`src/rtl/mvm3_result_packer.sv`:
```
// Groups N serial signed results from the MVM core into one packed vector and buffers
// up to DEPTH vectors on a valid/ready output. Optional macro MVM3_RELU_EN clamps negative elements to 0.
module mvm3_result_packer #(
   parameter int N     = 3,
   parameter int W     = 16,
   parameter int DEPTH = 4
) (
   input  logic                         clk,
   input  logic                         reset,
   input  logic                         s_valid,
   output logic                         s_ready,
   input  logic signed [W-1:0]          data_in,
   output logic                         m_valid,
   input  logic                         m_ready,
   output logic [N*W-1:0]               data_out,
   output logic [$clog2(DEPTH+1)-1:0]   vec_count
);

   localparam int CW = $clog2(DEPTH + 1);
   localparam int PW = $clog2(DEPTH);
   localparam int IW = (N > 1) ? $clog2(N) : 1;

   logic [IW-1:0]          r_elem_idx;
   logic signed [W-1:0]    r_lane [N-1];
   logic [N*W-1:0]         r_fifo [DEPTH];
   logic [PW-1:0]          r_wr_ptr;
   logic [PW-1:0]          r_rd_ptr;
   logic [CW-1:0]          r_count;

   logic                   w_last;
   logic                   w_accept;
   logic                   w_push;
   logic                   w_pop;
   logic [N*W-1:0]         w_vec;

   function automatic logic signed [W-1:0] clamp_elem(input logic signed [W-1:0] x);
`ifdef MVM3_RELU_EN
      return x[W-1] ? '0 : x;
`else
      return x;
`endif
   endfunction

   // s_ready depends only on registered state, never on m_ready
   assign w_last    = (r_elem_idx == IW'(N - 1));
   assign s_ready   = !w_last || (r_count < CW'(DEPTH));
   assign w_accept  = s_valid && s_ready;
   assign w_push    = w_accept && w_last;
   assign m_valid   = (r_count != '0);
   assign w_pop     = m_valid && m_ready;
   assign data_out  = r_fifo[r_rd_ptr];
   assign vec_count = r_count;

   always_comb begin
      w_vec = '0;
      for (int k = 0; k < N - 1; k++) begin
         w_vec[k*W +: W] = clamp_elem(r_lane[k]);
      end
      w_vec[(N-1)*W +: W] = clamp_elem(data_in);
   end

   // Assembly lanes and element index
   always_ff @(posedge clk or negedge reset) begin
      if (!reset) begin
         r_elem_idx <= '0;
         for (int k = 0; k < N - 1; k++) begin
            r_lane[k] <= '0;
         end
      end else if (w_accept) begin
         if (w_last) begin
            r_elem_idx <= '0;
         end else begin
            r_elem_idx <= r_elem_idx + IW'(1);
            for (int k = 0; k < N - 1; k++) begin
               if (r_elem_idx == IW'(k)) begin
                  r_lane[k] <= data_in;
               end
            end
         end
      end
   end

   // Vector FIFO storage and pointers
   always_ff @(posedge clk or negedge reset) begin
      if (!reset) begin
         r_wr_ptr <= '0;
         r_rd_ptr <= '0;
         for (int d = 0; d < DEPTH; d++) begin
            r_fifo[d] <= '0;
         end
      end else begin
         if (w_push) begin
            r_fifo[r_wr_ptr] <= w_vec;
            r_wr_ptr         <= r_wr_ptr + PW'(1);
         end
         if (w_pop) begin
            r_rd_ptr <= r_rd_ptr + PW'(1);
         end
      end
   end

   // Occupancy: simultaneous push and pop leaves it unchanged
   always_ff @(posedge clk or negedge reset) begin
      if (!reset) begin
         r_count <= '0;
      end else begin
         case ({w_push, w_pop})
            2'b10:   r_count <= r_count + CW'(1);
            2'b01:   r_count <= r_count - CW'(1);
            default: r_count <= r_count;
         endcase
      end
   end

endmodule
```
`config.mk`:
```
export PLATFORM = sky130hd
export DESIGN_NAME = mvm3_result_packer
export DESIGN_NICKNAME = d
export VERILOG_FILES = /design/src/rtl/mvm3_result_packer.sv
export SDC_FILE = /design/constraint.sdc
export NUM_CORES = 1
export LEC_CHECK = 0
export CORE_ASPECT_RATIO = 1.1
export CORE_UTILIZATION = 41
export CTS_BUF_LIST = sky130_fd_sc_hd__clkbuf_8
export DETAILED_ROUTE_END_ITERATION = 16
export HOLD_SLACK_MARGIN = 0.02
export SYNTH_ARGS = -nofsm -noshare
export SYNTH_HDL_FRONTEND = slang
export SYNTH_SLANG_ARGS = --single-unit
```
`constraint.sdc`:
```
create_clock -name clk -period 2.47 [get_ports clk]
set_input_delay 0.3705 -clock clk [delete_from_list [all_inputs] [get_ports clk]]
set_output_delay 0.3705 -clock clk [all_outputs]
set_load 0.05 [all_outputs]
```
### Yosys cells after proc, flatten, opt, wreduce, memory -nomap -nowiden

Index checks and enable logic that the tools add are counted.

| word-level totals | value |
|---|---|
| bits of input ports | 20 |
| logic and storage cells | 45 |
| output and inout port bits | 53 |
| bits in registers | 233 |

| cells by class | value |
|---|---|
| eq/ne operators | 4 |
| bitwise operators | 3 |
| $add $sub $neg | 5 |
| $lt $le $gt $ge | 4 |
| reduce and logical (&&, ||, !) cells | 11 |
| multiplexer cells | 8 |

Operators with widths:

| operator | number |
|---|---|
| $bwmux 192 | 1 |
| $mux 48 | 3 |
| $bmux 48 s2 | 1 |
| $demux 48 s2 | 1 |
| $add 2x1->2 const B | 3 |
| $ge 3x3->1 const B | 2 |
| $not 2->3 | 2 |
| $pmux 3 s2 | 1 |
| $reduce_and 3->1 | 2 |
| $eq 2x1->1 const B | 2 |
| $eq 2x2->1 const B | 2 |
| $logic_and 1x1->1 | 4 |
| $add 3x1->3 const B | 1 |
| $lt 3x1->1 const B | 1 |
| $lt 3x3->1 const B | 1 |
| $reduce_bool 3->1 | 1 |
| $sub 3x1->3 const B | 1 |
| $logic_not 2->1 | 1 |
| $mux 2 | 1 |
| $reduce_bool 2->1 | 1 |
| $logic_not 1->1 | 1 |
| $logic_or 1x1->1 | 1 |
| $not 1->1 | 1 |

### Depth between registers and ports, before layout

Gate-level depths: netlist of run 1.

| logic depth | value |
|---|---|
| depth in word-level cells | 7 |
| gate-level depth with buffers | 9 |
| mapped depth without buffers | 8 |

### Worst setup path after synthesis of run 1

OpenSTA, ideal clock, no wires.

| timing | value |
|---|---|
| path type | reg-to-reg |
| start | reg r_count[2] (netlist: vec_count[2]) |
| end | reg r_count[2] (netlist: vec_count[2]) |
| buffers on the path | 1 |
| data arrival time | 2.124 ns |
| cell stages (with the launch flop) | 10 |
| slack | 0.263 ns |
| clock period less this slack | 2.207 ns |
| data required time | 2.387 ns |
| library setup time | 0.083 ns |
| cell sequence | dfrtp_1 and4bb_2 buf_4 inv_1 ha_1 inv_1 fa_1 xor2_1 nor2_1 xor2_1 |

| between the ends | value |
|---|---|
| word-level cells in the longest chain between the ends | 6 |

RTL lines:

| what | RTL line | text |
|---|---|---|
| start, declared | 28 | `logic [CW-1:0] r_count;` |
| start signal, assigned | 108 | `2'b10: r_count <= r_count + CW'(1);` |
| start signal, assigned | 109 | `2'b01: r_count <= r_count - CW'(1);` |
| start signal, assigned | 110 | `default: r_count <= r_count;` |
| $lt 3x3->1 | 46 | `assign s_ready = !w_last \|\| (r_count < CW'(DEPTH));` |
| $logic_or 1x1->1 | 46 |  |
| $logic_and 1x1->1 | 47 | `assign w_accept = s_valid && s_ready;` |
| $logic_and 1x1->1 | 48 | `assign w_push = w_accept && w_last;` |
| $eq 2x1->1 / $eq 2x2->1 (equally long branches) | 107 | `case ({w_push, w_pop})` |
| $pmux 3 s2 / $reduce_bool 2->1 (equally long branches) | - |  |

Parallel ways exist; a longest one is shown, timed or not.
A chain may end at the register's enable or synchronous reset.

### Worst setup path after layout of run 1

| timing | value |
|---|---|
| start | reg r_rd_ptr[0] |
| end | out data_out[29] |

| between the ends | value |
|---|---|
| word-level cells in the longest chain between the ends | 4 |

RTL lines:

| what | RTL line | text |
|---|---|---|
| start, declared | 27 | `logic [PW-1:0] r_rd_ptr;` |
| start signal, assigned | 97 | `r_rd_ptr <= r_rd_ptr + PW'(1);` |
| $not 2->3 (implied by the code) | 51 | `assign data_out = r_fifo[r_rd_ptr];` |
| $bmux 48 s2 | 51 |  |
| $mux 48 (implied by the code) (2 in series) | 51 |  |
| end, declared | 15 | `output logic [N*W-1:0] data_out,` |

No other way between the ends. The select of a mux whose other input is x is not followed.

==> results of run 1 <==
## through the flow
step                hold slack (ns)  cell area [µm²]  worst slack (ns)  power (mW)
finish                        0.443            11800            0.0652        17.8
global placement              0.423            11000             0.289        14.3
CTS                           0.476            11800          -0.00219        17.9
floorplan                    0.0749             9940             0.263        12.1
detailed placement            0.443            11000             0.235        14.6
global route                  0.496            11800           -0.0140        18.8
## sequential cells by signal, summed over array words and instances, names as in the netlist
register,count
r_elem_idx,2
r_fifo,192
r_lane,32
r_rd_ptr,2
r_wr_ptr,2
vec_count,3
## cell families after synthesis
group,after synthesis
muxes,273
DFF,233
buffers and inverters,41
and+or+nand+nor,14
xor gates and xnor gates,6
adders and majority gates,6
AOI/OAI and AO/OA,4
## layer usage
metal | share of wire [%] | vias up | GRT usage, %
li1 | - | 2344 | -
met1 | 42 | 2919 | 24.5
met2 | 51 | 111 | 32.6
met3 | 4.8 | 35 | 4.23
met4 | 2.0 | 0 | 5.88
met5 | 0 | - | 0
## power groups by stage
stage                     clock, mW  combinational, mW  sequential [mW]
after floorplan                   0               5.77             6.36
after global placement            0               7.68             6.58
after detailed placement          0               7.81             6.78
after CTS                      3.31               7.94             6.69
after global routing           3.48               8.41             6.92
final                          3.21               7.94             6.69
## area by class of cell
type,count,share of cell area (%)
clock buffer,47,5.47
clock inverter,19,0.709
inverter,7,0.222
multi-input combinational,303,32.7
sequential,233,49.3
tap,305,3.23
timing repair buffer,96,8.37
## cells in the final DEF (no fill, tap or decap), types with 3 or more instances in the layout
| master | count |
|---|---|
| dfrtp_1 | 231 |
| mux2_2 | 224 |
| mux4_2 | 48 |
| clkbuf_8 | 47 |
| buf_4 | 44 |
| clkdlybuf4s50_1 | 23 |
| inv_1 | 18 |
| buf_6 | 15 |
| buf_12 | 11 |
| clkinv_2 | 7 |
| ha_1 | 5 |
| nand2_2 | 4 |
| xnor2_1 | 3 |
| xor2_1 | 3 |
| nand2_1 | 3 |
## final timing paths
kind | depth (start not counted) | startpoint | slack, ns | to
min reg2reg | 1 | r_fifo[2] | 0.50 | r_fifo[2]
max | 3 | r_rd_ptr[0] | 0.07 | data_out[29]
min in group clk | 1 | r_fifo[2] | 0.50 | r_fifo[2]
max reg2reg | 8 | vec_count[2] | 0.59 | vec_count[2]
max in group asynchronous | 3 | reset | 1.13 | r_fifo[134]
min | 2 | reset | 0.44 | r_fifo[76]
## worst reg2reg max path, cell delays in order, from the launching register on
cell and delay, ns:
dfrtp_1 0.44, and4bb_2 0.28, inv_1 0.06, ha_1 0.18, inv_1 0.06, fa_1 0.38, xor2_1 0.15, nor2_1 0.11
xor2_1 0.14
## repair_timing
action | CTS | global route
setup endpoints to repair | 40 | 25
hold buffers | 1 | 0
resized for setup | 4 | 13
buffers inserted | 3 | 1
hold endpoints to repair | 84 | 0
pin swaps | 0 | 0
==> impl_metrics.tcl, run 1 <==
set metrics [dict create \
    p_sw_mw 6.88 \
    cp-start-kind "flop" \
    clkSinkCount 233 \
    antenna-diode-count 0 \
    wl_per_cell_um 22.1 \
    cp.required_ns 2.10 \
    p_leak_nw 5.58 \
    synth_top_family_by_area "multiplexers" \
    ir_drop_uv 848 \
    vias 5409 \
    synth_edf_count 0 \
    timing.final.crit_share_pct 97.4 \
    place_hpwl_mm 13.8 \
    coreArea_um2 23700 \
    rsz0062_at_grt "true" \
    endpoint_kind "output pin" \
    netlist_area_um2 9940 \
    crit_path_cell_trace "buf_12 > mux4_2 > buf_6" \
    drt-total-wl_mm 22.3 \
    yosysSeqAreaShare_pct 58.7 \
    fillers 2009 \
    row_count 59 \
    grtUsageTotal_pct 19.2 \
    first_global_vias 6126 \
    start_util_pct 41.9 \
    synth.largest_area_cell "dfrtp_1" \
    pwr-share-seq_pct 37.5 \
    worstPathMaxFanout 17 \
    synth-async-reset-ratio_pct 100 \
    p_clk_share_pct 18.0 \
    drive_above_1_share_pct 57.7 \
    synthAdderAreaFrac_pct 0.831 \
    clkLatencyLatePin_ns 0.52 \
    yosys.area_share.simple_pct 0.806 \
    clockRootBuffer "clkbuf_8" \
    crit_slowest_cell "mux4_2" \
    synth.top_cells.by_count "dfrtp_1, mux2_2, mux4_2" \
    die_h_um 165 \
    area.sequential_um2 5840 \
    die_w_um 150 \
    cap_viol_max_count 0 \
    status "finished clean" \
    yosysWarningCount 0 \
    worstPathArrival_ns 2.03 \
    port_buffers 72 \
    fin_cells 1010 \
    clockBufferDepth 3 \
    via_per_inst 5.36 \
    routabilityCongestion 0.706 \
    synth-xor-area-share_pct 0.529 \
    grt_max_degree 90 \
    cts-htree-levels 2 \
    syn_nets 603 \
    hp-class "input pin to asynchronous set/reset pin" \
    path_class "flop to output pin" \
    yosysMostFrequentCell "dfrtp_1" \
    fin_skew_ns 0.0112 \
    switching_share_pct 38.6 \
    grt_first_pass_wirelength_mm 35.2 \
    power_density_nw_per_um2 1510 \
    postSynthAreaPerCell_um2 17.2 \
    clk_pin_slew_ns 0.06 \
    max_slew_margin_pct 52.3 \
    first_pass_iters 4 \
    cellInternalPower_mw 11.0 \
    synthFlopType "dfrtp_1" \
    ys_seq_elements 233 \
    grt_overflow_total 0 \
    yosysTopAreaCellShare_pct 58.7 \
    ys_types 24 \
    netlist_top_cells_area "dfrtp_1, mux2_2, mux4_2" \
    period_needed_ns 2.40 \
    antenna_found_initial 1 \
    ant_nets 0 \
    syn-instance-count 577 \
    tightest_slew_ns 0.715 \
    multi_input_comb_area_um2 3860 \
    first_iter_violations 232 \
    hold_violations 0 \
    synthMuxAreaShare_pct 36.4 \
    path_buf_inv 2 \
    ios 73 \
    fmax_mhz 416 \
    placedCellCount 939 \
    p_comb_share_pct 44.5 \
    die_area_um2 24900 \
    cts_buffers 39 \
    setup_viol 0 \
    synth_compound_area_share_pct 0.264 \
    crit_family "multiplexers" \
    cts_tree "yes" \
    nNetsFinal 706 \
    post-route-util_pct 49.9 \
    drc_errors 0 \
    area_growth_pct 19.0 \
    final_max_slew_viol_count 0 \
    critPathMaxStageDelay_ns 0.57 \
    finalSetupTns_ns 0 \
]
No activity file was read; power rests on OpenSTA's default activity.
==> run 2, diff against run 1 <==
- CTS_CLUSTER_DIAMETER: not set -> 200
==> results of run 2 <==
Same layout as run 1: the final DEF is identical, and so are final timing and power.
